--- src/rtl/pipe_scroller.sv ---
// Scrolling pipe-column generator: turns the LFSR word into gapped pipe columns and scrolls them leftwards.
// Optional BCD score counter is built when SCORE_COUNTER_EN is defined.
module pipe_scroller #(
    parameter int unsigned COLS        = 16,
    parameter int unsigned ROWS        = 16,
    parameter int unsigned GAP         = 4,
    parameter int unsigned SPACING     = 5,
    parameter int unsigned TICK_CYCLES = 2500000,
    parameter int unsigned BIRD_COL    = 3
) (
    input  logic                 Clock,
    input  logic                 RST_n,
    input  logic                 start,
    input  logic                 freeze,
    input  logic [9:0]           lfsr_in,
    output logic [ROWS*COLS-1:0] pipes,
    output logic                 spawn,
    output logic                 score_pulse,
    output logic [7:0]           score
);

    localparam int unsigned TW = (TICK_CYCLES > 1) ? $clog2(TICK_CYCLES) : 1;
    localparam int unsigned SW = (SPACING > 0) ? $clog2(SPACING + 1) : 1;
    localparam logic [TW-1:0] TICK_LAST  = TW'(TICK_CYCLES - 1);
    localparam logic [SW-1:0] SPACE_LAST = SW'(SPACING);

    typedef enum logic [1:0] {
        IDLE = 2'd0,
        RUN  = 2'd1,
        HALT = 2'd2
    } state_t;

    state_t                   state;
    logic [TW-1:0]            tick;
    logic [SW-1:0]            space_cnt;
    logic [COLS-1:0][ROWS-1:0] field;
    logic [COLS-1:0]          is_pipe;
    logic [ROWS-1:0]          pipe_col;
    logic [ROWS-1:0]          new_col;
    int unsigned              gap_lo;
    logic                     scroll_now;
    logic                     insert_now;
    logic                     pass_now;
    logic                     restart;
    logic                     unused_lfsr;

    // Only the low nibble selects the gap; the upper bits are deliberately ignored.
    assign unused_lfsr = ^lfsr_in[9:4];

    assign pipes      = field;
    assign scroll_now = (state == RUN) && !freeze && (tick == TICK_LAST);
    assign insert_now = scroll_now && (space_cnt == SPACE_LAST);
    assign pass_now   = scroll_now && is_pipe[BIRD_COL];
    assign restart    = (state == HALT) && start && !freeze;

    always_comb begin
        gap_lo = 32'(lfsr_in[3:0]);
        if (gap_lo > ROWS - GAP) begin
            gap_lo = gap_lo - GAP;
        end
        pipe_col = '1;
        for (int unsigned r = 0; r < ROWS; r++) begin
            if (r >= gap_lo && r < gap_lo + GAP) begin
                pipe_col[r] = 1'b0;
            end
        end
        new_col = insert_now ? pipe_col : '0;
    end

    always_ff @(posedge Clock or negedge RST_n) begin
        if (!RST_n) begin
            state       <= IDLE;
            tick        <= '0;
            space_cnt   <= '0;
            field       <= '0;
            is_pipe     <= '0;
            spawn       <= 1'b0;
            score_pulse <= 1'b0;
        end else begin
            spawn       <= 1'b0;
            score_pulse <= 1'b0;
            case (state)
                IDLE: begin
                    if (start) begin
                        state <= RUN;
                    end
                end
                RUN: begin
                    // freeze takes priority over a coincident scroll edge
                    if (freeze) begin
                        state <= HALT;
                    end else if (scroll_now) begin
                        tick        <= '0;
                        field       <= {new_col, field[COLS-1:1]};
                        is_pipe     <= {insert_now, is_pipe[COLS-1:1]};
                        space_cnt   <= insert_now ? '0 : space_cnt + 1'b1;
                        spawn       <= insert_now;
                        score_pulse <= pass_now;
                    end else begin
                        tick <= tick + 1'b1;
                    end
                end
                HALT: begin
                    if (restart) begin
                        state     <= RUN;
                        tick      <= '0;
                        space_cnt <= '0;
                        field     <= '0;
                        is_pipe   <= '0;
                    end
                end
                default: begin
                    state <= IDLE;
                end
            endcase
        end
    end

`ifdef SCORE_COUNTER_EN
    logic [3:0] score_hi;
    logic [3:0] score_lo;

    always_ff @(posedge Clock or negedge RST_n) begin
        if (!RST_n) begin
            score_hi <= '0;
            score_lo <= '0;
        end else if (restart) begin
            score_hi <= '0;
            score_lo <= '0;
        end else if (pass_now) begin
            if (score_lo == 4'd9) begin
                score_lo <= '0;
                score_hi <= (score_hi == 4'd9) ? 4'd0 : score_hi + 4'd1;
            end else begin
                score_lo <= score_lo + 4'd1;
            end
        end
    end

    assign score = {score_hi, score_lo};
`else
    assign score = 8'h00;
`endif

endmodule

--- config.mk ---
export PLATFORM = sky130hd
export DESIGN_NAME = pipe_scroller
export DESIGN_NICKNAME = d
export VERILOG_FILES = /design/src/rtl/pipe_scroller.sv
export SDC_FILE = /design/constraint.sdc
export NUM_CORES = 1
export LEC_CHECK = 0
export CAP_MARGIN = 20
export CORE_UTILIZATION = 39
export CTS_BUF_LIST = sky130_fd_sc_hd__clkbuf_8
export DETAILED_ROUTE_END_ITERATION = 6
export PLACE_DENSITY = 0.68
export SETUP_SLACK_MARGIN = 0.2
export SLEW_MARGIN = 5
export SYNTH_ARGS = -nofsm -noshare
export SYNTH_HDL_FRONTEND = slang
export SYNTH_SLANG_ARGS = --single-unit
--- constraint.sdc ---
create_clock -name Clock -period 2.25 [get_ports Clock]
set_input_delay 0.45 -clock Clock [delete_from_list [all_inputs] [get_ports Clock]]
set_output_delay 0.45 -clock Clock [all_outputs]
set_load 0.01 [all_outputs]
==> metrics.md <==
| Metric | Value |
|---|---|
| Final period utilization | around 94% |
| DR vias | 9354 |
| Most common cell in the netlist | dfrtp_1 |
| Crit path cell chain | buf_8 -> inv_6 -> ha_4 -> nand2b_4 -> o32ai_4 -> nand2_1 -> ha_1 -> nand2_2 -> nor4_4 -> buf_4 -> a32oi_2 -> o2111ai_2 -> a22o_1 |
| GPL Wtd Cong | around 0.9 |
| Worst Setup Slack, final | between 0.1 and 0.15 ns |
| Layout area overhead | 43.2% |
| Die W | 176 um |
| Worst path arrival time | around 2.6 ns |
| 1st-pass router iterations | 5 |
| Layout cells sized above 1 | 18.3% |
| Pins over their slew limit | 0 |
| Synth area leader | dfrtp_1 |
| GRT Total Usage | 21.6% |
| R2r worst-path depth | 8 |
| Synth area leaders | dfrtp_1 (63%), a22o_1 (19%), buf_6 (2.1%) |
| Clock sinks | roughly 300 |
| # rows | 63 |
| Delay-heaviest family, CP | simple AND/OR/NAND/NOR gates |
| Levels on crit path | 13 |
| Post-Synthesis Cells | 880 |
| WL met3 | 2.80 mm |
| Number of flops mapped to enable cells by yosys | 0 |
| Status | finished clean |
| Top Layer Used | met4 |
| Worst Setup SP | lfsr_in[3] |
| Power Density | 717 mW/mm2 |
| Global route overflow | 0 |
| Layout Nets | 1269 |
| P_leak | a little over 8 nW |
| RSZ-0062 raised after global routing | yes |
| Main synth FF type | dfrtp_1 |
| Final Util | 56.9% |
| Via/cell ratio | 5.60 |
| Slowest library cell on the worst path | nor4_4 |
| CP endpoint kind | flop |
| Die area | 0.0310 mm2 |
| # DRC | 0 |
| Setup Viol. Count Final | 0 |
| CTS buffer count | 50 |
| Bufs and invs on worst path | 3 |
| Vias in the first global route | roughly 8.9k |
| Insertion delay to the later sink of the worst-skew pair | 0.56 ns |
| CTS tree | done |
| Synth top cells by count | dfrtp_1 (298), a22o_1 (260), buf_2 (35), nand2_1 (32), buf_6 (22) |
| DP Worst Slack | -1.09 ns |
| Hold Path Class | primary input to async pin |
| Share of the synthesized area in the top cell type | around 63% |
| Yosys reg bits | 298 |
| FMAX | 475 MHz |
| Mapped Avg Cell Area | 13.4 um2 |
| Placed wire-length estimate | between 20 and 25 mm |
| Diode count | 0 |
| Critical-path maximum fanout | 5 |
| Max Clock Skew | 0.0217 ns |
| Antenna violations before repair | 0 |
| H-tree depth | 2 |
| Final Hold Vio Count | 0 |
| Final instance area | 0.0169 mm2 |
| Die height | 176 um |
| Port buffer count | 265 |
| Worst Setup Path Type | primary input to flop |
| Pin count of the biggest net entering global routing | 83 |
| Register area share after synthesis | a little over three fifths |
| Clk root buf | clkbuf_8 |
| CTS Buffer Depth | 3 |
| Largest stage delay, worst path | 0.34 ns |
| Startpoint types | primary input |
| Final WL | 36.1 mm |
| Io pins | 280 |
| Initial core utilization | 39.7% |
| Clock transition at the registers of the reported paths | approximately 0.060 ns |
| Area after DPL | 0.0154 mm2 |
| Critical R2R Launch | tick[9]$_DFFE_PN0P_ |
| Max Cap Violations | 0 |
| Min Hold Slack | 0.407 ns |
| Worst IR Drop VDD | 0.000448 V |
| Synth Warn # | 0 |
| CP required | ~2.7 ns |
| Drt wl/cell | 21.6 um |
| Remaining antenna violation count after routing | 0 |
| Synthesized area | 0.0118 mm2 |
| First-pass GRT wire length | 52.5 mm |
| 1st-iter DRT viols | 720 |
| Core Region | 0.0297 mm2 |
| Routed length on met1 | 15.8 mm |
| Netlist cell types | 56 |
| Fraction of registers with async set/reset | between 90% and 100% |
| Worst-margin pin slew | 0.519 ns |
| Min Tclk post-route | 2.11 ns |
| Max-slew headroom | 65.4% |
| Met2 wire length | roughly 17 mm |
==> per-layer routing <==
metal,up-vias,global-route usage (%)
li1,4121,-
met1,4786,30.8
met2,393,32.3
met3,54,5.56
met4,0,6.38
met5,-,0
==> sequential cells by signal, summed over array words and instances, names as in the netlist <==
signal,count
state,2
pipes,256
spawn,1
is_pipe,13
space_cnt,3
score_pulse,1
tick,22
==> cells by family (layout without fill, tap and decap cells) <==
logic type	count (synthesis)	count (layout)	share of synthesized area, %
adders and majority gates	12	12	1.27
and+or+nand+nor	127	127	5.81
AOI/OAI and AO/OA	336	336	23.8
xor gates and xnor gates	11	11	0.816
DFF	298	298	63.2
buffers and inverters	94	488	5.01
muxes	1	1	0.0848
other	1	8	0.0318
==> placed cells by master (no fill, tap or decap), drive strengths merged, types with 16 or more instances in the layout <==
master	n
dfrtp	298
a22o	260
clkdlybuf4s50	236
buf	112
clkbuf	68
inv	35
nand2	32
nor2	18
o21ai	16
==> stage by stage <==
step / cells / total power [mW] / TNS, ns
after floorplan: 887 / 6.63 / -5.25
after global placement: 1553 / 7.05 / -73.77
after detailed placement: 1553 / 7.06 / -74.29
after CTS: 1650 / 11.6 / 0
after global routing: 1671 / 12.7 / 0
final: 1671 / 12.1 / 0
==> layout make-up <==
type	count	area, um2
well taps	390	488
clock inverters	31	139
inverters	14	65.1
fillers	2463	12800
repair buffers	384	3990
flip-flops and latches	298	7470
multi-input cells	495	3930
clock buffers	59	812
==> repair_timing <==
item / in CTS / in global routing
pin swaps: 5 / 7
resized for setup: 34 / 58
setup buffers: 6 / 8
cloned: 0 / 13
endpoints found under the setup margin: 240 / 291
hold buffers: 1 / 0
endpoints found under the hold margin: 38 / 0
==> report_power, final <==
group,switching [mW],internal [mW]
Clock,2.14,2.38
Sequential,0.0588,5.42
Combinational,1.23,0.883
Total,3.42,8.69
==> final timing paths <==
path | endpoint | slack (ns)
setup / recovery | pipes[250]$_DFFE_PN0P_ | 0.14
hold / removal | pipes[143]$_DFFE_PN0P_ | 0.41
setup reg to reg | pipes[38]$_DFFE_PN0P_ | 0.20
hold reg to reg | is_pipe[15]$_DFFE_PN0P_ | 0.48
max in group asynchronous | pipes[188]$_DFFE_PN0P_ | 1.09
min in group Clock | pipes[250]$_DFFE_PN0P_ | 0.43
No activity file was read; power rests on OpenSTA's default activity.
